**config.mk**
```make
export PLATFORM = sky130hd
export DESIGN_NAME = muldiv_seq
export DESIGN_NICKNAME = d
export VERILOG_FILES = /design/src/rtl/muldiv_seq.sv
export SDC_FILE = /design/constraint.sdc
export NUM_CORES = 1
export LEC_CHECK = 0
export ABC_AREA = 1
export CELL_PAD_IN_SITES_DETAIL_PLACEMENT = 1
export CELL_PAD_IN_SITES_GLOBAL_PLACEMENT = 1
export CORE_MARGIN = 4
export CORE_UTILIZATION = 45
export CTS_CLUSTER_DIAMETER = 30
export CTS_CLUSTER_SIZE = 24
export DETAILED_ROUTE_END_ITERATION = 8
export MAX_ROUTING_LAYER = met4
export PLACE_DENSITY_LB_ADDON = 0.1
export SETUP_SLACK_MARGIN = 0.15
export SYNTH_ARGS = -nofsm -noshare
export SYNTH_HDL_FRONTEND = slang
export SYNTH_SLANG_ARGS = --single-unit
```
**constraint.sdc**
```tcl
create_clock -name clk -period 4.4 [get_ports clk]
set_clock_uncertainty 0.1 [all_clocks]
set_input_delay 0.88 -clock clk [delete_from_list [all_inputs] [get_ports clk]]
set_output_delay 0.88 -clock clk [all_outputs]
set_load 0.005 [all_outputs]
```
**src/rtl/muldiv_seq.sv**
```systemverilog
// muldiv_seq -- sequential 32x32 multiply / divide unit with HI/LO result
// registers, one iteration per clock (32 iterations plus one sign-fix cycle).
//
// Ports
//   clk       : clock, all state changes on the rising edge
//   rst       : asynchronous active-low reset
//   start     : request a new operation (accepted in IDLE or DONE)
//   op        : 00 MULTU, 01 MULT, 10 DIVU, 11 DIV (sampled with start)
//   a, b      : operands (multiplicand/dividend, multiplier/divisor)
//   hilo_we   : direct HI/LO write (mthi/mtlo), accepted only when idle
//   hilo_sel  : direct-write target, 1 = HI, 0 = LO
//   wdata     : direct-write data
//   busy      : operation in progress (CALC or FIX)
//   done      : one-cycle pulse, HI/LO hold a new result
//   hi, lo    : HI/LO registers
//
// state | meaning
// IDLE  | waiting for start or a direct HI/LO write
// CALC  | one shift-add / restoring-divide iteration per cycle on magnitudes
// FIX   | sign correction, HI/LO written at the exit edge
// DONE  | result valid for one cycle; start here chains a new operation
module muldiv_seq (
    input  logic        clk,
    input  logic        rst,
    input  logic        start,
    input  logic [1:0]  op,
    input  logic [31:0] a,
    input  logic [31:0] b,
    input  logic        hilo_we,
    input  logic        hilo_sel,
    input  logic [31:0] wdata,
    output logic        busy,
    output logic        done,
    output logic [31:0] hi,
    output logic [31:0] lo
);

    typedef enum logic [1:0] {
        S_IDLE = 2'd0,
        S_CALC = 2'd1,
        S_FIX  = 2'd2,
        S_DONE = 2'd3
    } state_t;

    state_t      state_q, state_d;
    logic [4:0]  cnt_q, cnt_d;
    logic        op_div_q, op_div_d;
    logic        neg_res_q, neg_res_d;
    logic        neg_a_q, neg_a_d;
    logic [31:0] mag_a_q, mag_a_d;
    logic [31:0] mag_b_q, mag_b_d;
    logic [63:0] acc_q, acc_d;
    logic [31:0] hi_q, hi_d;
    logic [31:0] lo_q, lo_d;

    // Operand conditioning at the accept edge (signed ops use magnitudes).
    logic        a_neg_in, b_neg_in;
    logic [31:0] mag_a_in, mag_b_in;

    assign a_neg_in = op[0] & a[31];
    assign b_neg_in = op[0] & b[31];
    assign mag_a_in = a_neg_in ? (32'd0 - a) : a;
    assign mag_b_in = b_neg_in ? (32'd0 - b) : b;

    // Multiply step: acc = {partial product, remaining multiplier bits}.
    logic [32:0] mul_sum;
    logic [63:0] mul_next;

    assign mul_sum  = {1'b0, acc_q[63:32]} + (acc_q[0] ? {1'b0, mag_a_q} : 33'd0);
    assign mul_next = {mul_sum, acc_q[31:1]};

    // Restoring divide step: acc = {partial remainder, dividend/quotient bits}.
    logic [32:0] div_shift;
    logic [33:0] div_diff;
    logic        div_ge;
    logic [31:0] div_rem;
    logic [63:0] div_next;

    assign div_shift = acc_q[63:31];
    assign div_diff  = {1'b0, div_shift} - {2'b00, mag_b_q};
    assign div_ge    = ~div_diff[33];
    assign div_rem   = div_ge ? div_diff[31:0] : div_shift[31:0];
    assign div_next  = {div_rem, acc_q[30:0], div_ge};

    // Sign-corrected results presented in FIX.
    logic [63:0] prod_fix;
    logic [31:0] quo_fix, rem_fix;

    assign prod_fix = neg_res_q ? (64'd0 - acc_q) : acc_q;
    assign rem_fix  = neg_a_q ? (32'd0 - acc_q[63:32]) : acc_q[63:32];
    // A zero divisor leaves all quotient bits set; report that raw pattern
    // rather than letting sign correction turn it into 1.
    assign quo_fix  = (mag_b_q == 32'd0) ? 32'hFFFF_FFFF :
                      (neg_res_q ? (32'd0 - acc_q[31:0]) : acc_q[31:0]);

    always_comb begin
        state_d   = state_q;
        cnt_d     = cnt_q;
        op_div_d  = op_div_q;
        neg_res_d = neg_res_q;
        neg_a_d   = neg_a_q;
        mag_a_d   = mag_a_q;
        mag_b_d   = mag_b_q;
        acc_d     = acc_q;
        hi_d      = hi_q;
        lo_d      = lo_q;

        case (state_q)
            S_IDLE, S_DONE: begin
                if (start) begin
                    state_d   = S_CALC;
                    cnt_d     = 5'd0;
                    op_div_d  = op[1];
                    neg_res_d = a_neg_in ^ b_neg_in;
                    neg_a_d   = a_neg_in;
                    mag_a_d   = mag_a_in;
                    mag_b_d   = mag_b_in;
                    acc_d     = op[1] ? {32'd0, mag_a_in} : {32'd0, mag_b_in};
                end else begin
                    state_d = S_IDLE;
                    if (hilo_we) begin
                        if (hilo_sel) hi_d = wdata;
                        else          lo_d = wdata;
                    end
                end
            end
            S_CALC: begin
                acc_d = op_div_q ? div_next : mul_next;
                cnt_d = cnt_q + 5'd1;
                if (cnt_q == 5'd31) state_d = S_FIX;
            end
            S_FIX: begin
                state_d = S_DONE;
                if (op_div_q) begin
                    hi_d = rem_fix;
                    lo_d = quo_fix;
                end else begin
                    hi_d = prod_fix[63:32];
                    lo_d = prod_fix[31:0];
                end
            end
            default: state_d = S_IDLE;
        endcase
    end

    always_ff @(posedge clk or negedge rst) begin
        if (!rst) begin
            state_q   <= S_IDLE;
            cnt_q     <= 5'd0;
            op_div_q  <= 1'b0;
            neg_res_q <= 1'b0;
            neg_a_q   <= 1'b0;
            mag_a_q   <= 32'd0;
            mag_b_q   <= 32'd0;
            acc_q     <= 64'd0;
            hi_q      <= 32'd0;
            lo_q      <= 32'd0;
        end else begin
            state_q   <= state_d;
            cnt_q     <= cnt_d;
            op_div_q  <= op_div_d;
            neg_res_q <= neg_res_d;
            neg_a_q   <= neg_a_d;
            mag_a_q   <= mag_a_d;
            mag_b_q   <= mag_b_d;
            acc_q     <= acc_d;
            hi_q      <= hi_d;
            lo_q      <= lo_d;
        end
    end

    assign busy = (state_q == S_CALC) || (state_q == S_FIX);
    assign done = (state_q == S_DONE);
    assign hi   = hi_q;
    assign lo   = lo_q;

endmodule

```
# --- Word level (Yosys, flattened, before mapping) ---
# Index checks and enable logic that the tools add are counted.
classes:
  n_reduce_logical: 10
  add_sub_neg: 8
  n_mux: 27
  magnitude_cmp: 0
  n_bitwise: 4
  multipliers: 0
  shifts: 0
  div: 0
  n_eq_ne: 10
ops:
  columns: ["cell", "n"]
  rows:
  - ["$mux 32", 16]
  - ["$mux 64", 3]
  - ["$pmux 32 s2", 2]
  - ["$pmux 64 s2", 1]
  - ["$sub 1x32->32 const A", 4]
  - ["$sub 1x64->64 const A", 1]
  - ["$sub 33x32->34", 1]
  - ["$add 32x32->33", 1]
  - ["$logic_not 32->1", 1]
  - ["$ne 2x2->1 const B", 6]
  - ["$pmux 5 s2", 1]
  - ["$reduce_and 4->1", 2]
  - ["$pmux 2 s3", 1]
  - ["$add 5x1->5 const B", 1]
  - ["$eq 5x5->1 const B", 1]
  - ["$mux 5", 1]
  - ["$eq 2x2->1 const B", 2]
  - ["$reduce_and 2->1", 2]
  - ["$reduce_bool 2->1", 2]
  - ["$and 1x1->1", 2]
  - ["$eq 2x1->1 const B", 1]
  - ["$logic_not 2->1", 1]
  - ["$mux 2", 1]
  - ["$reduce_or 2->1", 1]
  - ["4 further kinds", 4]
word_totals:
  ff_bits: 202
  ramBits: 0
  elab_cells: 69
  romBits: 0
  latchBits: 0
  mem_count: 0
  out_inout_bits: 66

# --- Depth between registers and ports, before layout ---
# Gate-level depths: netlist of the first run.
depth:
  word_depth: 5
  mapped_depth: 22
  ltp_nobuf: 20

# --- Least setup slack after synthesis of the first run ---
# No wires, ideal clock.
synth_path:
  kind: "register to register"
  from: "register acc_q[0]"
  to: "register acc_q[61]"
  n_path_buf: 2
  t_required_ps: 4184
  t_arrival_ps: 2396
  path_stages_with_launch: 22
  setup_ps: 116
  path_slack_ps: 1787
  cell_sequence: "dfrtp_1 -> buf_6 -> clkbuf_1 -> nand2_1 -> inv_1 -> ha_1 -> inv_1 -> fa_1 -> inv_1 -> nand3_1 -> nand3_1 -> nand2_1 -> nand2_1 -> nand2_1 -> nand2_1 -> nand2_1 -> nand3_1 -> nand3_1 -> nand2_1 -> inv_1 -> nand2_1 -> nand2_1"
synth_via:
  elab_chain_cells: 4
synth_lines:
  columns: ["element", "line", "rtl"]
  rows:
  - ["start, declared", "52", "logic [63:0] acc_q, acc_d;"]
  - ["start signal, assigned", "155", "acc_q <= 64'd0;"]
  - ["start signal, assigned", "166", "acc_q <= acc_d;"]
  - ["$mux 32", "69", "assign mul_sum = {1'b0, acc_q[63:32]} + (acc_q[0] ? {1'b0, mag_a_q} : 33'd0);"]
  - ["$add 32x32->33", "69", null]
  - ["$mux 64", "128", "acc_d = op_div_q ? div_next : mul_next;"]
  - ["$pmux 64 s2", "108", "case (state_q)"]
# Every way passes these cells.
# A chain may end at the register's enable or synchronous reset.

# --- Worst setup path in the final report of the first run ---
layout_path:
  from: "register mag_b_q[0]"
  to: "register lo_q[11] (netlist: lo[11])"
layout_via:
  elab_chain_cells: 4
layout_lines:
  columns: ["element", "line", "rtl"]
  rows:
  - ["start, declared", "51", "logic [31:0] mag_b_q, mag_b_d;"]
  - ["start signal, assigned", "165", "mag_b_q <= mag_b_d;"]
  - ["$logic_not 32->1", "93", "assign quo_fix = (mag_b_q == 32'd0) ? 32'hFFFF_FFFF :"]
  - ["$mux 32", "93", null]
  - ["$mux 32", "134", "if (op_div_q) begin"]
  - ["$pmux 32 s2", "108", null]
  - ["end signal, assigned", "168", "lo_q <= lo_d;"]
  - ["end, declared", "54", "logic [31:0] lo_q, lo_d;"]
# Every way passes these cells.

==> impl_metrics.csv, run 1 <==
group,metric,value,unit
synth,synth_simple_gate_area_share,0.4046,
clocking,hold_buf_cts,0,
routing,detail_route.vias_per_cell,6.192,
cells_and_area,multi_input_area,12130,sq um
synth,dominantRegCellSynth,"sky130_fd_sc_hd__dfrtp_1",
clocking,h-tree-depth,2,
hold_path,hold_class,"input pin to asynchronous set/reset pin",
placed_design,port_buffers,168,
clocking,numClockSinks,202,
synth,synth-edff-count,0,
synth,compound_gate_fraction_of_synth_area,0.1479,
synth,synth_top_cell_area_share,0.2622,
floorplan,initial_core_util,0.4576,
synth,share_of_the_yosys_chip_area_belonging_to_registers,0.2622,
timing,worst_slew_margin_rel,0.3313,
global_routing,grt_pass1_wl,151700,um
global_routing,global_route_usage_over_all_layers,0.4335,
synth,syn-cell-area,19280,sq um
critical_path,critical_path.startpoint,"mag_b_q[0]",
synth,synth_cell_types,50,
routing,routed-via-count,24731,
timing,clock.fmax,278.3,MHz
power_and_ir_drop,ir_drop,0.0005446,V
critical_path,timing.critical_path.from_type,"flip-flop",
timing,worst_slew_pin_slew,0.9926,ns
cells_and_area,filler_cell_count,5781,
synth,synthesis.instances,3251,
critical_path,worstReg2RegStart,"mag_b_q[0]",
cells_and_area,post-route-cell-area,23430,sq um
critical_path,r2r_cells,7,
timing,grt_setup_unrepaired,"false",
power_and_ir_drop,power.static_leakage,11.77,nW
global_routing,residual_overflow_from_global_routing,0,
cells_and_area,area_delta_synth_final,21.53,%
synth,ys_top_cells_by_area,"sky130_fd_sc_hd__dfrtp_1, sky130_fd_sc_hd__nand2_1, sky130_fd_sc_hd__nand3_1",
critical_path,worst_ep_arrival_time,4.01,ns
synth,synthAdderAreaFrac,0.04945,
critical_path,critical_path.endpoint_type,"flip-flop",
global_routing,first_global_vias,25319,
floorplan,top_level_ports,169,
cells_and_area,layout.nets,3584,
synth,synth_async_sr_flop_share,1.000,
critical_path,critical_path_peak_fanout,22,
routing,drt-initial-drc-count,2606,
synth,post_synth_mux_area_share,0,
cells_and_area,ff_latch_area,5057,sq um
placed_design,place_area,21460,sq um
timing,tns,0,ns
floorplan,core_area,42130,sq um
critical_path,reg2reg_to,"lo[11]",
clocking,post_cts_repair_timing_setup_buffer_count,0,
critical_path,critical_path_class,"flip-flop to flip-flop",
critical_path,data_required_time_of_the_critical_path,4.82,ns
clocking,max-clock-path-buffers,3,
floorplan,die_footprint,46230,sq um
outcome,outcome,"finished, final reports clean",
timing,layout_worst_path_cycle_share,0.8166,
clocking,tritoncts,"done",
cells_and_area,share_of_post_route_cells_with_drive_strength_above_1,0.05535,
synth,combinational_family_with_the_most_area_after_synthesis,"simple AND/OR/NAND/NOR gates",
synth,synthesis.yosys.warnings,0,
placed_design,post_detail_place_hpwl,75530,um
global_routing,grt_antenna_before_repair,5,
synth,most_common_cell_in_the_synthesized_netlist,"sky130_fd_sc_hd__nand2_1",
clocking,tritoncts.num_buffers,57,
synth,ys_seq_elements,202,
clocking,worst_skew_pair.late_latency,0.61,ns
clocking,clk_transition_reported_paths,0.05,ns
placed_design,gp_routability_congestion,1.050,
routing,ant_nets,0,
job,cap_viol_max_count,0,
timing,timing.final.hold_violations,0,
routing,total_wirelength_of_the_detailed_routed_design,101200,um
clocking,cts.repair.resized,0,
clocking,clock-root-buffer,"sky130_fd_sc_hd__clkbuf_16",
synth,syn_nets,3429,
floorplan,die_w,215,um
power_and_ir_drop,power.density,798.8,nW/um^2
routing,drc_errors,0,
synth,post_synth_most_frequent_cells,"sky130_fd_sc_hd__nand2_1, sky130_fd_sc_hd__nor2_1, sky130_fd_sc_hd__inv_1",
timing,timing_max_transition_violations_final,0,
floorplan,floorplan.rows,75,
timing,timing.final.crit_period,3.593,ns
synth,syn_area_per_cell,5.931,sq um
routing,detail_route.wl_per_cell,25.33,um
synth,post_synth_xor_area_fraction,0.02680,
synth,yosysTopAreaCell,"sky130_fd_sc_hd__dfrtp_1",
global_routing,grt_max_degree,97,
critical_path,regToRegSetupSlack,0.81,ns
floorplan,fp.dieH,215,um
routing,number_of_iterations_in_the_first_detailed_routing_pass,5,
timing,setup_viol_count_final,0,
sequential cells by signal, summed over array words and instances (netlist names):
register,cells
lo,32
mag_a_q,32
hi,32
op_div_q,1
mag_b_q,32
state_q,2
acc_q,64
neg_res_q,1
cnt_q,5
neg_a_q,1
area by class of cell:
type,instances,share of cell area
tap,539,0.02878
timing repair buffer,203,0.08420
inverter,434,0.06952
multi-input combinational,2508,0.5175
antenna,4,0.0004271
clock inverter,30,0.01586
clock buffer,74,0.06786
sequential,202,0.2158
critical path: stages, from the launching register on:
cell,delay (ns)
sky130_fd_sc_hd__dfrtp_1,0.47
sky130_fd_sc_hd__nor2_1,0.37
sky130_fd_sc_hd__nand2_1,0.10
sky130_fd_sc_hd__nor3_1,0.56
sky130_fd_sc_hd__nand3_1,0.88
sky130_fd_sc_hd__nand3_1,0.64
sky130_fd_sc_hd__a21oi_1,0.14
sky130_fd_sc_hd__o21ai_0,0.22
power by group:
group	total [mW]	internal, mW	switching (mW)
combinational	10.8	3.19	7.59
sequential	3.67	2.71	0.955
clock	4.27	2.92	1.35
kinds of logic (layout without fill, tap and decap cells):
kind of cell | Yosys count | after routing
other | 0 | 4
AOI/OAI and AO/OA | 523 | 523
adders and majority gates | 75 | 75
and+or+nand+nor | 1851 | 1851
xor gates and xnor gates | 59 | 59
buffers and inverters | 541 | 741
DFF | 202 | 202
through the flow:
step	util	instances	total power [mW]	setup WS, ns	hold slack, ns
after floorplan	-	3251	9.617	1.787	0.3489
after global placement	0.5094	3886	13.13	1.050	0.3655
after detailed placement	0.5094	3886	13.61	0.9919	0.3765
after CTS	0.5559	3990	18.27	0.8687	0.2777
after global routing	0.5562	3994	19.61	0.7361	0.3174
final	0.5562	3994	18.72	0.8068	0.2586
per-layer routing:
layer  vias to the layer above  part of all wire  global-route usage
met5                         -                 0                   -
met4                         0             0.076              0.2645
met3                       461             0.094             0.08799
met2                      1483              0.44              0.6688
met1                     11932              0.38              0.5234
li1                      10855                 -                   -
layout by cell type, fill, tap and decap left out, drive strengths merged, types with 4 or more instances in the layout:
cell type,netlist,final
nand3,345,345
nand4,63,63
clkdlybuf4s50,0,167
clkinvlp,0,4
nor3,38,38
or2,5,5
diode,0,4
dfrtp,202,202
inv,431,432
nor4,4,4
clkinv,3,21
xor2,37,37
xnor2,22,22
a21oi,221,221
o21ai,212,212
nor2,449,449
ha,73,73
bufinv,0,7
buf,50,35
o21bai,7,7
nand2,932,932
o211ai,11,11
nand3b,10,10
a31oi,64,64
clkbuf,57,75
worst max path at each step:
| stage | endpoint | depth (start not counted) |
|---|---|---|
| finish | lo[11] | 7 |
| global route | lo[11] | 7 |
| CTS | lo[11] | 7 |
| detailed placement | lo[11] | 7 |
| global placement | acc_q[12] | 9 |
| floorplan | acc_q[61] | 21 |
No activity file was read; power rests on OpenSTA's default activity.
==> inputs of run 2 (changes only) <==
CORE_UTILIZATION = 41   (was 45)
clock period = 3.4 ns   (was 4.4 ns; I/O delays follow)
==> impl_metrics.csv, run 2 (same netlist as run 1, synthesis figures left out) <==
group,metric,value,unit
timing,timing.final.hold_violations,0,
routing,number_of_iterations_in_the_first_detailed_routing_pass,5,
placed_design,gp_routability_congestion,1.042,
timing,setup_viol_count_final,0,
timing,worst_slew_pin_slew,1.161,ns
clocking,worst_skew_pair.late_latency,0.62,ns
power_and_ir_drop,comb_power_share,0.580,
job,cap_viol_max_count,0,
global_routing,grt_antenna_before_repair,2,
timing,layout_worst_path_cycle_share,0.8912,
critical_path,critical_path_peak_fanout,19,
power_and_ir_drop,final_total_power,23.95,mW
clocking,max-clock-path-buffers,3,
cells_and_area,share_of_post_route_cells_with_drive_strength_above_1,0.06236,
timing,clock.fmax,330.0,MHz
critical_path,critical_path_class,"flip-flop to flip-flop",
clocking,hold_buf_cts,0,
clocking,post_cts_repair_timing_setup_buffer_count,0,
routing,ant_nets,0,
critical_path,data_required_time_of_the_critical_path,3.76,ns
floorplan,floorplan.rows,79,
clocking,h-tree-depth,2,
placed_design,port_buffers,168,
cells_and_area,utilization,0.5107,
floorplan,top_level_ports,169,
global_routing,residual_overflow_from_global_routing,0,
routing,routed-via-count,23976,
power_and_ir_drop,ir_drop,0.0009913,V
cells_and_area,layout.nets,3612,
critical_path,cpPeakStageDelay,0.62,ns
critical_path,crit_slowest_cell,"sky130_fd_sc_hd__dfrtp_1",
timing,finalHoldWorstSlack,0.05784,ns
global_routing,grt_pass1_wl,146100,um
global_routing,global_route_usage_over_all_layers,0.3847,
clocking,tritoncts,"done",
floorplan,die_footprint,50560,sq um
global_routing,grt_max_degree,97,
cells_and_area,largest_register_ffs,64,
power_and_ir_drop,clk_network_pwr_share,0.231,
placed_design,post_detail_place_hpwl,77140,um
cells_and_area,most-common-layout-cells,"sky130_fd_sc_hd__nand2_1, sky130_fd_sc_hd__nor2_1, sky130_fd_sc_hd__inv_1, sky130_fd_sc_hd__nand3_1, sky130_fd_sc_hd__a21oi_1",
power_and_ir_drop,seq_power_share,0.189,
routing,detail_route.wl_per_cell,23.74,um
floorplan,initial_core_util,0.4142,
routing,total_wirelength_of_the_detailed_routed_design,97090,um
hold_path,hold_class,"input pin to asynchronous set/reset pin",
critical_path,timing.critical_path.from_type,"flip-flop",
floorplan,fp.dieH,224.9,um
cells_and_area,registers.top_by_ff_count,"acc_q",
clocking,cts.repair.resized,0,
routing,detail_route.vias_per_cell,5.864,
cells_and_area,area_delta_synth_final,23.30,%
timing,tns,0,ns
routing,drt-initial-drc-count,2096,
critical_path,crit_chain,"ha_1 > a21oi_1 > o21ai_0 > inv_1 > nand2_1 > a21oi_4 > nand2_8 > nor2_8 > nand2_1 > nand3_1 > nand2_1",
routing,drc_errors,0,
floorplan,core_area,46560,sq um
clocking,clock-root-buffer,"sky130_fd_sc_hd__clkbuf_16",
clocking,numClockSinks,202,
critical_path,critical_path.endpoint_type,"flip-flop",
timing,grt_setup_unrepaired,"false",
power_and_ir_drop,power.static_leakage,11.93,nW
timing,timing.final.crit_period,3.030,ns
power_and_ir_drop,internal_power,11.60,mW
cells_and_area,final_common_cell,"sky130_fd_sc_hd__nand2_1",
timing,timing_max_transition_violations_final,0,
timing,worst_slew_margin_rel,0.2175,
outcome,outcome,"finished, final reports clean",
critical_path,critical-path-top-cell-by-count,"sky130_fd_sc_hd__nand2_1",
power_and_ir_drop,power_switching,12.35,mW
clocking,tritoncts.num_buffers,55,
critical_path,worst_ep_arrival_time,3.39,ns
power_and_ir_drop,switching_share,0.5156,
floorplan,die_w,224.9,um
clocking,clk_transition_reported_paths,0.04,ns
power_and_ir_drop,power.density,1007,nW/um^2
global_routing,first_global_vias,24397,
## run 2: changes by cell type in the layout (fill, tap and decap cells not counted), moves of 2 or more
cell and delta:
sky130_fd_sc_hd__buf_4 +28, sky130_fd_sc_hd__clkbuf_1 +3, sky130_fd_sc_hd__clkbuf_16 -2, sky130_fd_sc_hd__clkbuf_8 +3, sky130_fd_sc_hd__clkinv_2 -5, sky130_fd_sc_hd__clkinv_4 -2
sky130_fd_sc_hd__diode_2 -2
## run 2: final timing paths
kind / start / to / slack [ns] / cells after the start
worst max-delay path: acc_q[53] / acc_q[50] / 0.37 / 11
worst min-delay path: rst / acc_q[59] / 0.06 / 1
worst max register to register: acc_q[53] / acc_q[50] / 0.37 / 11
worst min register to register: mag_b_q[18] / mag_b_q[18] / 0.39 / 2
max in group asynchronous: rst / mag_b_q[10] / 2.30 / 2
min in group clk: mag_b_q[18] / mag_b_q[18] / 0.39 / 2
## run 2: area by class of cell
class	count	area, sq um
Antenna cell	2	5.005
Clock buffer	78	1593
Clock inverter	25	389.1
Fill cell	6408	22780
Inverter	434	1629
Multi-Input combinational cell	2508	12130
Sequential cell	202	5057
Tap cell	607	759.5
Timing Repair Buffer	233	2215
## run 2: routing by layer
layer / routed length (um) / GRT usage
met3: 7050 / 0.06095
met1: 40340 / 0.4895
met4: 5615 / 0.1838
met5: 0 / -
met2: 44080 / 0.6005
## run 2: worst max-delay path: cells and delay by family (launching register included)
family	cells	cell delay (ns)
AOI/OAI and AO/OA	3	0.74
adders and majority gates	1	0.39
buffers and inverters	1	0.08
DFF	1	0.62
and+or+nand+nor	6	0.96
## run 2: stage by stage
step	area, sq um	instances	setup slack [ns]
after floorplan	19280	3251	0.7872
after global placement	21780	3984	0.3087
after detailed placement	21780	3984	0.2178
after CTS	23770	4087	0.4348
after global routing	23780	4089	0.1936
final	23780	4089	0.3699
## run 2: power by group through the flow
stage | registers, mW | logic (mW) | clock network (mW)
after floorplan | 4.18 | 8.27 | 0
final | 4.53 | 13.9 | 5.54
after detailed placement | 4.49 | 13.3 | 0
after global placement | 4.42 | 12.9 | 0
after CTS | 4.49 | 13.5 | 5.55
after global routing | 4.62 | 15.0 | 5.71
==> inputs of run 3 (changes only) <==
--- a/config.mk
+++ b/config.mk
@@ -8,2 +8,3 @@
 export ABC_AREA = 1
+export ABC_CLOCK_PERIOD_IN_PS = 3400
 export CELL_PAD_IN_SITES_DETAIL_PLACEMENT = 1
==> constraint.sdc (replaced) <==
create_clock -name clk -period 3.4 [get_ports clk]
set_clock_uncertainty 0.1 [all_clocks]
set_input_delay 0.34 -clock clk [delete_from_list [all_inputs] [get_ports clk]]
set_output_delay 0.34 -clock clk [all_outputs]
set_load 0.005 [all_outputs]
==> impl_metrics.csv, run 3 (same netlist as run 1, synthesis figures left out) <==
group,metric,value,unit
routing,number_of_iterations_in_the_first_detailed_routing_pass,5,
cells_and_area,registers.top_by_ff_count,"acc_q",
clocking,tritoncts.num_buffers,61,
routing,detail_route.vias_per_cell,5.794,
critical_path,worstReg2RegStart,"acc_q[0]",
power_and_ir_drop,ir_drop,0.0007596,V
global_routing,grt_max_degree,97,
clocking,post_cts_repair_timing_setup_buffer_count,0,
timing,timing.final.hold_violations,0,
global_routing,global_route_usage_over_all_layers,0.3835,
critical_path,critical_path_class,"flip-flop to flip-flop",
cells_and_area,largest_register_ffs,64,
routing,detail_route.wl_per_cell,23.53,um
floorplan,top_level_ports,169,
placed_design,post_detail_place_hpwl,76060,um
timing,layout_worst_path_cycle_share,0.9076,
outcome,outcome,"finished, final reports clean",
floorplan,floorplan.rows,79,
routing,routed-via-count,23719,
global_routing,residual_overflow_from_global_routing,0,
floorplan,fp.dieH,224.9,um
placed_design,port_buffers,168,
timing,timing_max_transition_violations_final,0,
critical_path,crit_slowest_cell,"sky130_fd_sc_hd__dfrtp_1",
cells_and_area,antenna_cells_inserted,0,
cells_and_area,share_of_post_route_cells_with_drive_strength_above_1,0.06539,
critical_path,timing.critical_path.from_type,"flip-flop",
timing,clock.fmax,324.1,MHz
clocking,h-tree-depth,2,
clocking,cts.repair.resized,0,
clocking,clk_transition_reported_paths,0.04,ns
timing,tns,0,ns
routing,drc_errors,0,
critical_path,reg2reg_to,"acc_q[58]",
timing,worst_slew_pin_slew,0.9922,ns
clocking,max-clock-path-buffers,3,
timing,timing.final.crit_period,3.086,ns
cells_and_area,most-common-layout-cells,"sky130_fd_sc_hd__nand2_1, sky130_fd_sc_hd__nor2_1, sky130_fd_sc_hd__inv_1, sky130_fd_sc_hd__nand3_1, sky130_fd_sc_hd__a21oi_1",
critical_path,critical-path-top-cell-by-count,"sky130_fd_sc_hd__nand2_1",
global_routing,grt_antenna_before_repair,1,
power_and_ir_drop,power.static_leakage,12.06,nW
clocking,worst_skew_pair.late_latency,0.64,ns
cells_and_area,area_delta_synth_final,24.68,%
cells_and_area,layout.nets,3612,
timing,finalHoldWorstSlack,0.2244,ns
clocking,clock-root-buffer,"sky130_fd_sc_hd__clkbuf_16",
routing,drt-initial-drc-count,2182,
global_routing,first_global_vias,24373,
floorplan,initial_core_util,0.4142,
hold_path,hold_class,"input pin to asynchronous set/reset pin",
placed_design,gp_routability_congestion,1.033,
critical_path,critPathCapture,"acc_q[58]",
timing,grt_setup_unrepaired,"false",
power_and_ir_drop,final_total_power,24.61,mW
floorplan,core_area,46560,sq um
floorplan,die_footprint,50560,sq um
placed_design,place_worst_setup_slack,0.2193,ns
timing,final.setup.worst_slack,0.3143,ns
routing,total_wirelength_of_the_detailed_routed_design,96320,um
global_routing,grt_pass1_wl,145900,um
clocking,hold_buf_cts,1,
critical_path,r2r_cells,15,
critical_path,critical_path.startpoint,"acc_q[0]",
critical_path,data_required_time_of_the_critical_path,3.76,ns
timing,worst_slew_margin_rel,0.3316,
power_and_ir_drop,power.density,1024,nW/um^2
critical_path,cpPeakStageDelay,0.40,ns
cells_and_area,final_common_cell,"sky130_fd_sc_hd__nand2_1",
critical_path,critical_path_peak_fanout,34,
floorplan,die_w,224.9,um
routing,ant_nets,0,
clocking,tritoncts,"done",
clocking,numClockSinks,202,
critical_path,regToRegSetupSlack,0.31,ns
cells_and_area,filler_cell_count,6393,
job,cap_viol_max_count,0,
critical_path,crit_chain,"buf_12 > nand2_1 > inv_1 > ha_1 > nand2_1 > o21ai_1 > nand3_1 > nand3_1 > nand2_1 > nand3_1 > nand2_1 > nor2_1 > nor2_1 > nand2_1 > nand2_1",
timing,setup_viol_count_final,0,
critical_path,critical_path.endpoint_type,"flip-flop",
critical_path,worst_ep_arrival_time,3.45,ns
## run 3: worst min-delay path by stage
stage          startpoint           to  slack [ns]  depth (start not counted)
2_1_floorplan         rst     acc_q[0]       -0.06                          0
3_3_place_gp          rst    acc_q[62]        0.29                          1
3_5_place_dp          rst    acc_q[62]        0.30                          1
4_1_cts               rst  mag_a_q[12]        0.22                          2
5_1_grt               rst  mag_a_q[12]        0.27                          2
6_report              rst  mag_a_q[24]        0.22                          2
## run 3: per-stage QoR
step | instance area, sq um | util | instances
floorplan | 19280 | - | 3251
global placement | 21730 | 0.4668 | 3977
detailed placement | 21730 | 0.4668 | 3977
CTS | 24040 | 0.5164 | 4094
global route | 24040 | 0.5164 | 4094
finish | 24040 | 0.5164 | 4094
## run 3: layout make-up
type	count	area (sq um)	share of cell area
repair buffers	227	2168	0.09019
flip-flops and latches	202	5057	0.2104
clock inverters	43	656.9	0.02732
clock buffers	73	1642	0.06828
multi-input cells	2508	12130	0.5045
inverters	434	1629	0.06776
well taps	607	759.5	0.03159
## run 3: where the power goes
part | internal (mW) | leakage [nW] | switching (mW)
Clock | 4.55 | 1.12 | 1.84
Combinational | 4.24 | 8.54 | 9.50
Sequential | 3.51 | 2.39 | 0.979
Total | 12.3 | 12.1 | 12.3
## run 3: worst max-delay path, delay by kind of cell (launching register included)
family / cells / cell delay, ns
AOI/OAI and AO/OA: 1 / 0.38
adders and majority gates: 1 / 0.36
buffers and inverters: 2 / 0.23
DFF: 1 / 0.40
and+or+nand+nor: 11 / 1.46
## run 3: per-layer routing
metal | vias to the layer above | GRT usage | wire length [um]
met5 | - | - | 0
met4 | 0 | 0.1749 | 5239
met3 | 214 | 0.05390 | 6669
met2 | 988 | 0.5812 | 42800
met1 | 11573 | 0.5105 | 41610
li1 | 10944 | - | -
